===== config.mk =====
export PLATFORM = sky130hd
export DESIGN_NAME = apb_master_bridge
export DESIGN_NICKNAME = d
export VERILOG_FILES = /design/src/rtl/apb_master_bridge.sv
export SDC_FILE = /design/constraint.sdc
export NUM_CORES = 1
export LEC_CHECK = 0
export BUFFER_PORTS_ARGS = -buffer_cell sky130_fd_sc_hd__buf_2
export CAP_MARGIN = 20
export CORE_ASPECT_RATIO = 1.25
export CORE_MARGIN = 3
export CORE_UTILIZATION = 30
export CTS_CLUSTER_DIAMETER = 100
export CTS_CLUSTER_SIZE = 8
export DETAILED_ROUTE_END_ITERATION = 12
export PLACE_DENSITY_LB_ADDON = 0.1
export RECOVER_POWER = 100
export SYNTH_ARGS = -nofsm -noshare
export SYNTH_HDL_FRONTEND = slang
export SYNTH_SLANG_ARGS = --single-unit

===== constraint.sdc =====
create_clock -name PCLK -period 2.1 [get_ports PCLK]
set_input_delay 0.42 -clock PCLK [delete_from_list [all_inputs] [get_ports PCLK]]
set_output_delay 0.42 -clock PCLK [all_outputs]
set_load 0.05 [all_outputs]

===== src/rtl/apb_master_bridge.sv =====
// apb_master_bridge: APB3/APB4 requester fed by a valid/ready command stream,
// returning read data and slave error on a valid/ready response stream.
// At most one transfer is in flight. FSM: IDLE -> SETUP -> ACCESS -> IDLE.
// Optional feature macro: APB_MASTER_TIMEOUT_EN aborts an ACCESS phase after
// TIMEOUT_CYCLES stalled cycles and reports it as an error response.
// Handshake rule (cmd and rsp alike): a beat transfers on the rising PCLK edge
// where valid && ready are both 1; the producer keeps valid and payload stable
// until that edge, and the consumer may drive ready independently of valid.
module apb_master_bridge #(
  parameter int unsigned ADDR_WIDTH     = 32,
  parameter int unsigned DATA_WIDTH     = 32,
  parameter int unsigned TIMEOUT_CYCLES = 256
) (
  input  logic                    PCLK,
  input  logic                    PRESETn,
  input  logic                    cmd_valid,
  output logic                    cmd_ready,
  input  logic                    cmd_write,
  input  logic [ADDR_WIDTH-1:0]   cmd_addr,
  input  logic [DATA_WIDTH-1:0]   cmd_wdata,
  input  logic [DATA_WIDTH/8-1:0] cmd_strb,
  output logic                    rsp_valid,
  input  logic                    rsp_ready,
  output logic [DATA_WIDTH-1:0]   rsp_rdata,
  output logic                    rsp_err,
  output logic [ADDR_WIDTH-1:0]   PADDR,
  output logic                    PWRITE,
  output logic                    PSEL,
  output logic                    PENABLE,
  output logic [DATA_WIDTH-1:0]   PWDATA,
  output logic [DATA_WIDTH/8-1:0] PSTRB,
  input  logic [DATA_WIDTH-1:0]   PRDATA,
  input  logic                    PREADY,
  input  logic                    PSLVERR,
  output logic [1:0]              dbg_state_o
);

  localparam int unsigned STRB_WIDTH = DATA_WIDTH / 8;

  typedef enum logic [1:0] {
    ST_IDLE   = 2'd0,
    ST_SETUP  = 2'd1,
    ST_ACCESS = 2'd2
  } state_e;

  state_e                  state_q, state_d;
  logic                    run_q;
  logic [ADDR_WIDTH-1:0]   paddr_q, paddr_d;
  logic                    pwrite_q, pwrite_d;
  logic [DATA_WIDTH-1:0]   pwdata_q, pwdata_d;
  logic [STRB_WIDTH-1:0]   pstrb_q, pstrb_d;
  logic                    rsp_valid_q, rsp_valid_d;
  logic [DATA_WIDTH-1:0]   rsp_rdata_q, rsp_rdata_d;
  logic                    rsp_err_q, rsp_err_d;
  logic                    cmd_fire;
  logic                    xfer_done;
  logic                    timeout_hit;

  assign cmd_fire  = cmd_valid && cmd_ready;
  assign xfer_done = (state_q == ST_ACCESS) && PREADY;

`ifdef APB_MASTER_TIMEOUT_EN
  localparam int unsigned CNT_W = ($clog2(TIMEOUT_CYCLES + 1) > 8) ?
                                  $clog2(TIMEOUT_CYCLES + 1) : 8;
  localparam logic [CNT_W-1:0] CNT_LAST = CNT_W'(TIMEOUT_CYCLES - 1);

  logic [CNT_W-1:0] wait_cnt_q, wait_cnt_d;

  // Abort on the stalled ACCESS edge that would make the count reach TIMEOUT_CYCLES.
  assign timeout_hit = (state_q == ST_ACCESS) && !PREADY && (wait_cnt_q == CNT_LAST);

  // Stalled-ACCESS counter, cleared as a new transfer enters SETUP.
  always_comb begin
    wait_cnt_d = wait_cnt_q;
    if (cmd_fire) begin
      wait_cnt_d = '0;
    end else if ((state_q == ST_ACCESS) && !PREADY) begin
      wait_cnt_d = wait_cnt_q + CNT_W'(1);
    end
  end

  // Counter register.
  always_ff @(posedge PCLK or negedge PRESETn) begin
    if (!PRESETn) begin
      wait_cnt_q <= '0;
    end else begin
      wait_cnt_q <= wait_cnt_d;
    end
  end
`else
  assign timeout_hit = 1'b0;
`endif

  // FSM state register plus all datapath/response registers.
  always_ff @(posedge PCLK or negedge PRESETn) begin
    if (!PRESETn) begin
      state_q     <= ST_IDLE;
      run_q       <= 1'b0;
      paddr_q     <= '0;
      pwrite_q    <= 1'b0;
      pwdata_q    <= '0;
      pstrb_q     <= '0;
      rsp_valid_q <= 1'b0;
      rsp_rdata_q <= '0;
      rsp_err_q   <= 1'b0;
    end else begin
      state_q     <= state_d;
      run_q       <= 1'b1;
      paddr_q     <= paddr_d;
      pwrite_q    <= pwrite_d;
      pwdata_q    <= pwdata_d;
      pstrb_q     <= pstrb_d;
      rsp_valid_q <= rsp_valid_d;
      rsp_rdata_q <= rsp_rdata_d;
      rsp_err_q   <= rsp_err_d;
    end
  end

  // Next-state logic: SETUP always lasts one cycle, ACCESS waits for PREADY or timeout.
  always_comb begin
    state_d = state_q;
    case (state_q)
      ST_IDLE:   if (cmd_fire) state_d = ST_SETUP;
      ST_SETUP:  state_d = ST_ACCESS;
      ST_ACCESS: if (xfer_done || timeout_hit) state_d = ST_IDLE;
      default:   state_d = ST_IDLE;
    endcase
  end

  // APB address/data capture on command acceptance; reads carry zero data and strobes.
  always_comb begin
    paddr_d  = paddr_q;
    pwrite_d = pwrite_q;
    pwdata_d = pwdata_q;
    pstrb_d  = pstrb_q;
    if (cmd_fire) begin
      paddr_d  = cmd_addr;
      pwrite_d = cmd_write;
      pwdata_d = cmd_write ? cmd_wdata : '0;
      pstrb_d  = cmd_write ? cmd_strb : '0;
    end
  end

  // Response capture on completion/abort, held until consumed.
  always_comb begin
    rsp_valid_d = rsp_valid_q;
    rsp_rdata_d = rsp_rdata_q;
    rsp_err_d   = rsp_err_q;
    if (xfer_done) begin
      rsp_valid_d = 1'b1;
      rsp_rdata_d = pwrite_q ? '0 : PRDATA;
      rsp_err_d   = PSLVERR;
    end else if (timeout_hit) begin
      rsp_valid_d = 1'b1;
      rsp_rdata_d = '0;
      rsp_err_d   = 1'b1;
    end else if (rsp_valid_q && rsp_ready) begin
      rsp_valid_d = 1'b0;
    end
  end

  // FSM outputs: PSEL/PENABLE decode straight from state so reset drops them at once.
  always_comb begin
    PSEL      = (state_q != ST_IDLE);
    PENABLE   = (state_q == ST_ACCESS);
    cmd_ready = run_q && (state_q == ST_IDLE) && !rsp_valid_q;
  end

  assign PADDR       = paddr_q;
  assign PWRITE      = pwrite_q;
  assign PWDATA      = pwdata_q;
  assign PSTRB       = pstrb_q;
  assign rsp_valid   = rsp_valid_q;
  assign rsp_rdata   = rsp_rdata_q;
  assign rsp_err     = rsp_err_q;
  assign dbg_state_o = state_q;

endmodule


---- Word level (Yosys, flattened, before mapping) ----
Index checks and enable logic that the tools add are counted.
storage, ports and cells
  word-level logic and storage cells ...... 31
  flip-flop bits (word level) ............. 106
operators by class
  reductions and logical operators ........ 10
  equal/unequal tests ..................... 4
  muxes and demuxes ....................... 8
operators by type and width
  operator                                                         count
  32-bit 2-to-1 mux                                                2
  2-bit case mux with 3 select lines                               1
  1-bit logical AND                                                5
  2-bit 2-to-1 mux                                                 2
  4-bit 2-to-1 mux                                                 1
  2-bit nonzero test                                               2
  2-bit by 1-bit == test with 1-bit output, second input constant  1
  2-bit == test, second input constant                             1
  2-bit logical NOT                                                1
  1-bit 2-to-1 mux                                                 2
  2-bit by 1-bit != test with 1-bit output, second input constant  1
  2-bit != test, second input constant                             1
  2-bit AND reduction                                              1
  1-bit logical NOT                                                1

---- Longest topological paths before layout ----
Gate-level depths: netlist of the first run.
  word-level depth ........................ 6
  mapped depth ............................ 5
  mapped depth without buffers ............ 3

---- Least setup slack after synthesis of the first run ----
No wires, ideal clock.
  path type ............................... reg-to-output
  start point ............................. register state_q[1] (netlist: dbg_state_o[1])
  end point ............................... output PENABLE
  arrival ................................. 1.477 ns
  setup slack ............................. 0.203 ns
  stages on the path, launching flop included .. 2
  required time ........................... 1.680 ns
  cells stage by stage .................... dfrtp_1 > nor2b_1
between the ends
  cells in the longest elaborated chain, start to end .. 1
RTL lines
  item                    line  text
  start, declared         46    state_e state_q, state_d;
  start signal, assigned  107   state_q <= state_d;
  2-bit == test           165   PENABLE = (state_q == ST_ACCESS);
  end, declared           29    output logic PENABLE,
No other way between the ends.

---- Final worst setup path of the first run ----
  start point ............................. register state_q[0] (netlist: dbg_state_o[0])
  end point ............................... output cmd_ready
between the ends
  cells in the longest elaborated chain, start to end .. 3
RTL lines
  item                            line  text
  2-bit logical NOT               166   cmd_ready = run_q && (state_q == ST_IDLE) && !rsp_valid_q;
  1-bit logical AND (2 in a row)  166
  end, declared                   17    output logic cmd_ready,
No other way between the ends.

==> results of run 1 <==
[power groups by stage]
stage               Sequential (mW)  Clock (mW)  Combinational [mW]
floorplan                      5.90           0                1.28
global placement               3.22           0                5.22
detailed placement             3.23           0                5.25
CTS                            3.20        1.66                5.26
global route                   3.31        1.73                4.99
finish                         3.20        1.58                4.73
[synth_stat cells (all sizes together)]
master,number,area share (%)
clkbuf,16,1.3
or2,1,0.14
buf,13,2.1
o21ai,33,3.7
mux2,34,11
nand2,33,2.8
dfrtp,106,60
a21bo,36,8.1
nand3b,1,0.17
nand4,36,5.1
mux2i,1,0.22
nor4b,1,0.34
conb,1,0.084
nand2b,33,4.6
inv,2,0.17
nor2b,1,0.14
[area by class of cell]
type	instances	area (um^2)	area share, %
Clock buffer	10	239	4.18
Clock inverter	5	31.3	0.547
Inverter	2	7.51	0.131
Multi-Input combinational cell	211	1540	26.9
Sequential cell	106	2650	46.4
Tap cell	178	223	3.90
Timing Repair Buffer	226	1020	17.9
[through the flow]
step	power [mW]	instance area, um^2	hold slack (ns)	std cells	setup slack (ns)
4_1_cts	10.1	6000	0.225	738	0.0244
3_5_place_dp	8.48	5720	0.314	722	0.278
5_1_grt	10.0	5720	0.245	738	0.0227
3_3_place_gp	8.43	5720	0.317	722	0.335
6_report	9.51	5720	0.245	738	0.0947
2_1_floorplan	7.18	4450	0.124	348	0.203
[worst paths after layout]
path,start,end,slack [ns],depth (start not counted)
max,dbg_state_o[0],cmd_ready,0.09,3
min,rsp_ready,rsp_valid,0.25,2
max reg2reg,dbg_state_o[0],PADDR[27],0.15,5
min reg2reg,PWDATA[2],PWDATA[2],0.48,1
max in group asynchronous,PRESETn,PWDATA[3],0.34,3
min in group asynchronous,PRESETn,rsp_rdata[4],0.77,2
[sequential cells by signal, summed over array words and instances (netlist names)]
| register | count |
|---|---|
| rsp_rdata | 32 |
| PSTRB | 4 |
| PWRITE | 1 |
| rsp_err | 1 |
| run_q | 1 |
| PWDATA | 32 |
| PADDR | 32 |
| rsp_valid | 1 |
| dbg_state_o | 2 |
[critical path, stage by stage (launching register included)]
cell      delay, ns
dfrtp_1        0.47
nor4b_4        0.30
buf_4          0.22
clkbuf_4       0.25
[routing by layer]
layer / track usage (%) / up-vias / part of all wire (%)
met5: 0 / - / 0
met4: 6.12 / 0 / 1.8
met3: 4.34 / 15 / 7.9
met2: 23.3 / 136 / 48
met1: 18.7 / 1636 / 43
li1: - / 1621 / -
[cell families after synthesis]
kind of cell,synth area share (%)
flops,59.6
simple gates,13.3
compound gates,11.8
mux,11.6
buf+inv,3.62
other cells,0.0842
[repair_timing]
| item | in CTS | in global routing |
|---|---|---|
| hold buffers | 1 | 0 |
| gates resized for setup | 0 | 1 |
| endpoints found under the setup margin | 0 | 1 |
| endpoints found under the hold margin | 16 | 0 |
==> run metrics, run 1 <==
largest fanout on the critical path=10; post-synthesis to final-layout area growth=28.4%; sw power=4.89 mW; total of endpoints with negative setup slack in the final report=0; share of layout cells above drive strength 1=30.5%; number of top-level pins=215; setup bufs post-CTS=0; maximum number of pins on one net before global-route repair=47; number of synthesized register bits=roughly 110; run status=complete, no violations; part of the Yosys area used for sequential elements=59.6%; Critical Path End Type=primary output; insertion delay of the later-clocked pin in the worst-skew pair=between 0.3 and 0.4 ns; x dimension of the die=between 100 and 150 um; Layout Nets=663; total standard cell area after synthesis=0.00445 mm^2; number of antenna-violating nets in the routed design=0; proportion of power drawn by the clock network=around 17%; gpl congestion=approximately 0.70; transition at the pin with the smallest max-transition slack=approximately 1.0 ns; final period utilization=between 90% and 100%; placeable core region=~0.014 mm^2; critical path launch point type=register; wire length of the first global-routing pass=about 19000 um; clock-pin slew of the registers on the worst-case setup and hold paths=about 0.070 ns; # rows=49; via count=between 3k and 4k; Finished Core Util=39.5%; wire length reported by the detailed router=12000 um; number of max-slew violations in the final report=0; type of the worst setup path=reg2out; Initial Util=30.8%; per-instance average area after synthesis=between 10 and 15 um^2; count of warnings emitted by yosys=0; ANT cells=0; critical path data arrival time=around 1.6 ns; detailed router's first-iteration violation count=140; class of the most critical hold timing path=in2reg; vias in the first global route=between 3k and 4k; combinational fraction of design power=49.7%; number of H-tree levels=3; detailed-route DRC error count=0; remaining global-route overflow=0; clock tree buffer depth=2; worst clock skew=0.00520 ns; Total Routing Usage GR=14.7%; routed via count divided by cell count=4.62; cell at the root of the clock tree=clkbuf_16; die area=~0.016 mm^2; Max Clk Rate=0.499 GHz; Crit path required time=roughly 1.7 ns; final critical delay including setup and external delays=2.01 ns; design internal power=4.62 mW; areal power density over the cells=1660 mW/mm^2; post-detailed-placement half-perimeter wirelength=approximately 8700 um; setup repair after global routing missed its margin=false; final routed wire length divided by cell count=roughly 16 um; hold violation count in the final report=0; number of iterations in the first detailed-routing pass=4; initial antenna violation count=0; peak ir drop on the vdd network=0.000636 V; sequential fraction of design power=33.7%; final-layout setup total negative slack=0 ns; clock tree from TritonCTS=done; Net Sw Frac=51.4%; Static Leak=2.72 nW; number of inserted filler cells in the final layout=1512; commonest cells after routing, fill and taps aside=buf_2 (107), clkbuf_1 (107), dfrtp_1 (106); Die Height=142 um; number of port buffers=214; count of max-cap constraint violations=0; Net Count, Synth=455; cells after synthesis=roughly 350; Yosys cell types=22; Num Clock Sinks=106; Num CTS Buffers=9; relative slew slack=31.3%
(Power assumes the default switching activity.)
==> run 2, diff against run 1 <==
--- a/config.mk
+++ b/config.mk
@@ -9,12 +9,13 @@
 export CAP_MARGIN = 20
 export CORE_ASPECT_RATIO = 1.25
 export CORE_MARGIN = 3
-export CORE_UTILIZATION = 30
+export CORE_UTILIZATION = 46
 export CTS_CLUSTER_DIAMETER = 100
 export CTS_CLUSTER_SIZE = 8
 export DETAILED_ROUTE_END_ITERATION = 12
 export PLACE_DENSITY_LB_ADDON = 0.1
 export RECOVER_POWER = 100
+export SLEW_MARGIN = 40
 export SYNTH_ARGS = -nofsm -noshare
 export SYNTH_HDL_FRONTEND = slang
 export SYNTH_SLANG_ARGS = --single-unit
==> run 2 against run 1 <==
Combinational power shrank 1%. Hold slack gained 0.017 ns. Clock power grew 4%. Highest routed layer unchanged. Non-clock buffer count shrank 1. Clock-buffer cell count shrank 1. Worst setup slack gained 0.027 ns. Largest power group unchanged. Design area shrank 0.72%. Via count shrank 1.4%. Register-to-register slack gained 0.16 ns. Core utilization grew 22 points.
==> run metrics, run 2 (synthesis results as in run 1) <==
number of port buffers=214 (unchanged); Non-Filler Cell Area, Final=0.00568 mm^2 (-0.72%); detailed-route DRC error count=0 (unchanged); areal power density over the cells=1680 mW/mm^2 (+1.1%); critical path launch point type=register; number of max-slew violations in the final report=0 (unchanged); ordered cell list for the critical path=nor4b_4 -> buf_2; insertion delay of the later-clocked pin in the worst-skew pair=0.34 ns (about the same); relative slew slack=12.9% (-18 points); proportion of power drawn by the clock network=17.2% (+0.6 points); cell count of the worst hold path=2 (unchanged); wire length reported by the detailed router=10700 um (-11%); FF-to-FF Start=dbg_state_o[0]; count of max-cap constraint violations=0 (unchanged); placeable core region=0.00927 mm^2 (-36%); remaining global-route overflow=0 (unchanged); maximum number of pins on one net before global-route repair=48 (+2.1%); worst clock skew=0.00857 ns (+0.00337 ns); # rows=39 (-20%); Register-to-Register Path Depth=4 (-1); number of H-tree levels=3 (unchanged); share of layout cells above drive strength 1=30.4% (-0.18 points); Num CTS Buffers=9 (unchanged); peak ir drop on the vdd network=0.000893 V (+40%); CTS resizes=0 (unchanged); most common cell after layout, fill and taps aside=clkbuf_1; setup repair after global routing missed its margin=false; Final Non-Filler Cells=684 (-7.3%); final-layout setup total negative slack=0 ns (unchanged); final period utilization=94.2% (-1.3 points); Die Height=116 um (-18%); initial antenna violation count=0 (unchanged); longest individual stage delay on the worst path=0.46 ns (about the same); clock tree buffer depth=2 (unchanged); final routed wire length divided by cell count=15.7 um (-3.6%); cell at the root of the clock tree=clkbuf_16; critical path data arrival time=1.56 ns (-0.03 ns); detailed router's first-iteration violation count=62 (-56%); Worst path slowest cell=dfrtp_1; x dimension of the die=94 um (-18%); launch instance of the worst min-delay path=rsp_ready; commonest cells after routing, fill and taps aside=clkbuf_1 (107), dfrtp_1 (106), buf_2 (106); post-synthesis to final-layout area growth=27.5%; design internal power=4.62 mW (about the same); Total Routing Usage GR=20.0% (+5.3 points); run status=complete, no violations; clock-pin slew of the registers on the worst-case setup and hold paths=0.07 ns (about the same); class of the most critical hold timing path=in2reg; total of endpoints with negative setup slack in the final report=0 (unchanged); number of antenna-violating nets in the routed design=0 (unchanged); sequential fraction of design power=33.7% (about the same); sw power=4.92 mW (+0.59%); number of top-level pins=215 (unchanged); number of iterations in the first detailed-routing pass=4 (unchanged); end of the worst hold path=rsp_valid; via count=3360 (-1.4%); type of the worst setup path=reg2out; sum of internal, switching and leakage power=9.54 mW (+0.34%); gpl congestion=0.757 (+7.8%); Net Sw Frac=51.6% (+0.13 points); Crit path required time=1.68 ns (about the same); final critical delay including setup and external delays=1.98 ns (-0.0269 ns); instance area at placement=0.00564 mm^2 (-1.3%); vias in the first global route=3423 (-2.8%); wire length of the first global-routing pass=17100 um (-9.5%); capture point of the worst reg-to-reg path=PADDR[28]; die area=0.0109 mm^2 (-33%); clock tree from TritonCTS=done; Worst R2R Setup Slack=0.31 ns (+0.16 ns); Num Clock Sinks=106 (unchanged); largest fanout on the critical path=6 (-4); combinational fraction of design power=49.1% (-0.6 points); transition at the pin with the smallest max-transition slack=1.31 ns (+0.275 ns); Initial Util=48.0% (+17 points); hold violation count in the final report=0 (unchanged); Static Leak=2.73 nW (+0.11%); Max Clk Rate=0.505 GHz (+1.4%); Layout Nets=662 (-0.15%); post-detailed-placement half-perimeter wirelength=7730 um (-11%); routed via count divided by cell count=4.91 (+6.4%); placed insts=666 (-7.8%); Critical Path End Type=primary output
==> run 2: cell count changes in the layout (fill, tap and decap cells not counted) <==
| cell | delta |
|---|---|
| inv_6 | +2 |
| clkbuf_4 | +2 |
| clkbuf_8 | -1 |
| clkbuf_2 | -1 |
| buf_12 | +1 |
| inv_8 | +3 |
| mux2_4 | -1 |
| buf_4 | -1 |
| clkinv_2 | -3 |
| mux2_1 | +1 |
| buf_2 | -1 |
| buf_6 | -1 |
| diode_2 | +1 |
==> run 2: power groups by stage <==
| stage | clock network (mW) | registers (mW) | logic, mW |
|---|---|---|---|
| after floorplan | 0 | 5.90 | 1.28 |
| final | 1.65 | 3.22 | 4.68 |
| after detailed placement | 0 | 3.24 | 5.21 |
| after CTS | 1.70 | 3.21 | 5.21 |
| after global placement | 0 | 3.21 | 5.15 |
| after global routing | 1.79 | 3.32 | 4.94 |
==> run 2: worst max-delay path, delay by kind of cell (launching register included) <==
kind                   cells  cell delay [ns]
DFF                        1             0.46
and+or+nand+nor            1             0.41
buffers and inverters      1             0.35
==> run 2: routing by layer <==
| layer | track usage (%) | up-vias | wire length, um |
|---|---|---|---|
| met2 | 30.8 | 137 | 5110 |
| met5 | 0 | - | 0 |
| met3 | 4.61 | 20 | 776 |
| met4 | 9.06 | 0 | 288 |
| li1 | - | 1623 | - |
| met1 | 27.0 | 1580 | 4560 |
==> run 2: per-stage QoR <==
| stage | util, % | setup WS [ns] | hold WS, ns |
|---|---|---|---|
| after floorplan | - | 0.203 | 0.124 |
| after global placement | 60.8 | 0.417 | 0.334 |
| after detailed placement | 60.8 | 0.359 | 0.335 |
| after CTS | 64.1 | 0.0787 | 0.244 |
| after global routing | 61.2 | 0.0144 | 0.255 |
| final | 61.2 | 0.122 | 0.262 |
==> run 2: area by class of cell <==
| cell class | count | area [um^2] |
|---|---|---|
| antenna | 1 | 2.50 |
| sequential | 106 | 2650 |
| timing repair buffer | 225 | 1030 |
| inverter | 2 | 7.51 |
| clock inverter | 7 | 67.6 |
| clock buffer | 9 | 225 |
| fill | 857 | 3600 |
| multi-input combinational | 211 | 1540 |
| tap | 123 | 154 |
==> run 2: worst max path at each step <==
stage                   start         to  cells past startpoint
6_report       dbg_state_o[0]  cmd_ready                      2
2_1_floorplan  dbg_state_o[1]    PENABLE                      1
3_5_place_dp   dbg_state_o[0]  PWDATA[5]                      4
3_3_place_gp   dbg_state_o[0]  PADDR[22]                      4
5_1_grt        dbg_state_o[0]  cmd_ready                      2
4_1_cts        dbg_state_o[0]  cmd_ready                      2
==> run 2: repair_timing <==
| action | in CTS | in global routing |
|---|---|---|
| endpoints found under the hold margin | 20 | 0 |
| hold buffers | 1 | 0 |
| endpoints found under the setup margin | 0 | 0 |
| buffers inserted | 0 | 0 |
==> run 3, diff against run 2 <==
--- a/config.mk
+++ b/config.mk
@@ -15,6 +15,7 @@
 export DETAILED_ROUTE_END_ITERATION = 12
 export PLACE_DENSITY_LB_ADDON = 0.1
 export RECOVER_POWER = 100
+export REMOVE_ABC_BUFFERS = 1
 export SLEW_MARGIN = 40
 export SYNTH_ARGS = -nofsm -noshare
 export SYNTH_HDL_FRONTEND = slang
==> run 3 against run 2 <==
Sequential power barely moved. First-iteration DRC count rose to 2.7 times the previous value. Clock-buffer cell count rose by 5.
==> run metrics, run 3 (synthesis results as in run 1) <==
number of antenna-violating nets in the routed design=0 (unchanged); instance area at placement=0.00567 mm^2 (+0.49%); number of inserted filler cells in the final layout=864 (+0.82%); Worst path slowest cell=dfrtp_1; number of hold buffers added after CTS=1 (unchanged); worst clock skew=0.00529 ns (-0.00328 ns); transition at the pin with the smallest max-transition slack=0.809 ns (-0.497 ns); number of port buffers=214 (unchanged); x dimension of the die=94 um (unchanged); routed via count divided by cell count=5.01 (+2.0%); Final Non-Filler Cells=686 (+0.29%); gpl congestion=0.766 (+1.1%); insertion delay of the later-clocked pin in the worst-skew pair=0.33 ns (about the same); remaining global-route overflow=0 (unchanged); hold violation count in the final report=0 (unchanged); relative slew slack=46.1% (+33 points); initial antenna violation count=0 (unchanged); Setup WS post-layout=0.118 ns (-0.00401 ns); class of the most critical hold timing path=in2reg; setup repair after global routing missed its margin=false; vias in the first global route=3494 (+2.1%); post-detailed-placement half-perimeter wirelength=7950 um (+2.8%); most common cell after layout, fill and taps aside=clkbuf_1; number of max-slew violations in the final report=0 (unchanged); longest individual stage delay on the worst path=0.46 ns (about the same); largest fanout on the critical path=7 (+1); total of endpoints with negative setup slack in the final report=0 (unchanged); clock tree buffer depth=2 (unchanged); Register-to-Register Path Depth=5 (+1); Critical Path End Type=primary output; maximum number of pins on one net before global-route repair=64 (+33%); number of top-level pins=215 (unchanged); final critical delay including setup and external delays=1.98 ns (+0.00401 ns); die area=0.0109 mm^2 (unchanged); CP Capture Point=cmd_ready; # rows=39 (unchanged); Die Height=116 um (unchanged); CTS resizes=0 (unchanged); type of the worst setup path=reg2out; placeable core region=0.00927 mm^2 (unchanged); final routed wire length divided by cell count=15.7 um (about the same); buffering stage count on the worst path with inverters included=2 (+1); Max Clk Rate=0.504 GHz (-0.20%); ordered cell list for the critical path=nor4b_4 -> buf_4 -> buf_2; share of layout cells above drive strength 1=29.9% (-0.46 points); critical path launch point type=register; cell at the root of the clock tree=clkbuf_16; wire length reported by the detailed router=10800 um (+0.32%); Num Clock Sinks=106 (unchanged); final period utilization=94.4% (+0.19 points); capture point of the worst reg-to-reg path=PADDR[0]; Hold Worst Slack=0.279 ns (+0.0172 ns); critical path data arrival time=1.56 ns (about the same); detailed-route DRC error count=0 (unchanged); clock tree from TritonCTS=done; count of max-cap constraint violations=0 (unchanged); number of iterations in the first detailed-routing pass=4 (unchanged); Num CTS Buffers=9 (unchanged); run status=complete, no violations; commonest cells after routing, fill and taps aside=clkbuf_1 (111), buf_2 (107), dfrtp_1 (106); via count=3437 (+2.3%); areal power density over the cells=1680 mW/mm^2 (-0.23%); Layout Nets=664 (+0.30%); Finished Core Util=61.1% (-0.13 points); Non-Filler Cell Area, Final=0.00566 mm^2 (-0.22%); Total Routing Usage GR=20.1% (+0.083 points); clock-pin slew of the registers on the worst-case setup and hold paths=0.06 ns (about the same); Crit path required time=1.68 ns (about the same); detailed router's first-iteration violation count=170 (+170%); setup bufs post-CTS=0 (unchanged); cell type group with the largest total delay on the critical path=buffers and inverters; FF-to-FF Start=dbg_state_o[0]; Worst R2R Setup Slack=0.24 ns (-0.07 ns); peak ir drop on the vdd network=0.000913 V (+2.2%); launching instance or port of the critical path=dbg_state_o[0]; number of H-tree levels=3 (unchanged); wire length of the first global-routing pass=17100 um (+0.40%); post-synthesis to final-layout area growth=27.2%; Static Leak=2.73 nW (about the same); Initial Util=48.0% (unchanged); cell count along the critical path=3 (+1); pre-CTS WS=0.315 ns (-0.0436 ns); placed insts=668 (+0.30%)
-- run 3: changes by cell type in the layout (fill, tap and decap cells not counted) --
| cell | delta |
|---|---|
| clkbuf_1 | +4 |
| clkbuf_8 | +3 |
| inv_8 | -3 |
| clkbuf_4 | -2 |
| clkinv_2 | +2 |
| inv_6 | -2 |
| buf_12 | -1 |
| buf_2 | +1 |
| buf_4 | +1 |
| buf_6 | +1 |
| clkinv_4 | -1 |
| clkinvlp_4 | -1 |
-- run 3: worst register-to-register path: cells and delay by family (launching register included) --
kind	cells	cell delay, ns
buffers and inverters	2	0.47
flip-flops	1	0.46
multiplexers	1	0.41
AND/OR/NAND/NOR	2	0.40
-- run 3: layout make-up --
type	count	area (um^2)	share of cell area [%]
flip-flops and latches	106	2650	46.8
multi-input cells	211	1540	27.1
repair buffers	227	1030	18.1
clock buffers	14	274	4.84
well taps	123	154	2.72
clock inverters	2	10.0	0.177
inverters	2	7.51	0.133
diodes	1	2.50	0.0442
-- run 3: how the worst min path moves through the flow --
stage / depth (start not counted) / end / start
after floorplan: 0 / PADDR[0] / PRESETn
after global routing: 2 / rsp_valid / rsp_ready
after global placement: 1 / rsp_rdata[14] / PRESETn
final: 2 / rsp_valid / rsp_ready
after detailed placement: 1 / rsp_rdata[14] / PRESETn
after CTS: 2 / rsp_valid / rsp_ready
-- run 3: through the flow --
stage                     TNS (ns)  total power, mW
after global routing             0             10.0
after floorplan            -234.32             7.11
after global placement           0             8.39
final                            0             9.50
after detailed placement         0             8.47
after CTS                        0             10.1
-- run 3: power breakdown --
part	leakage (nW)	total [mW]	switching [mW]	internal, mW
clock network	0.143	1.59	0.688	0.899
logic	1.24	4.69	3.70	0.993
registers	1.34	3.22	0.425	2.80
-- run 3: per-layer routing --
layer  wire length (um)  global-route usage [%]  vias up
li1                   -                       -     1625
met1               4350                    25.4     1652
met2               5260                    32.6      144
met3                958                    6.30       16
met4                201                    7.23        0
met5                  0                       0        -
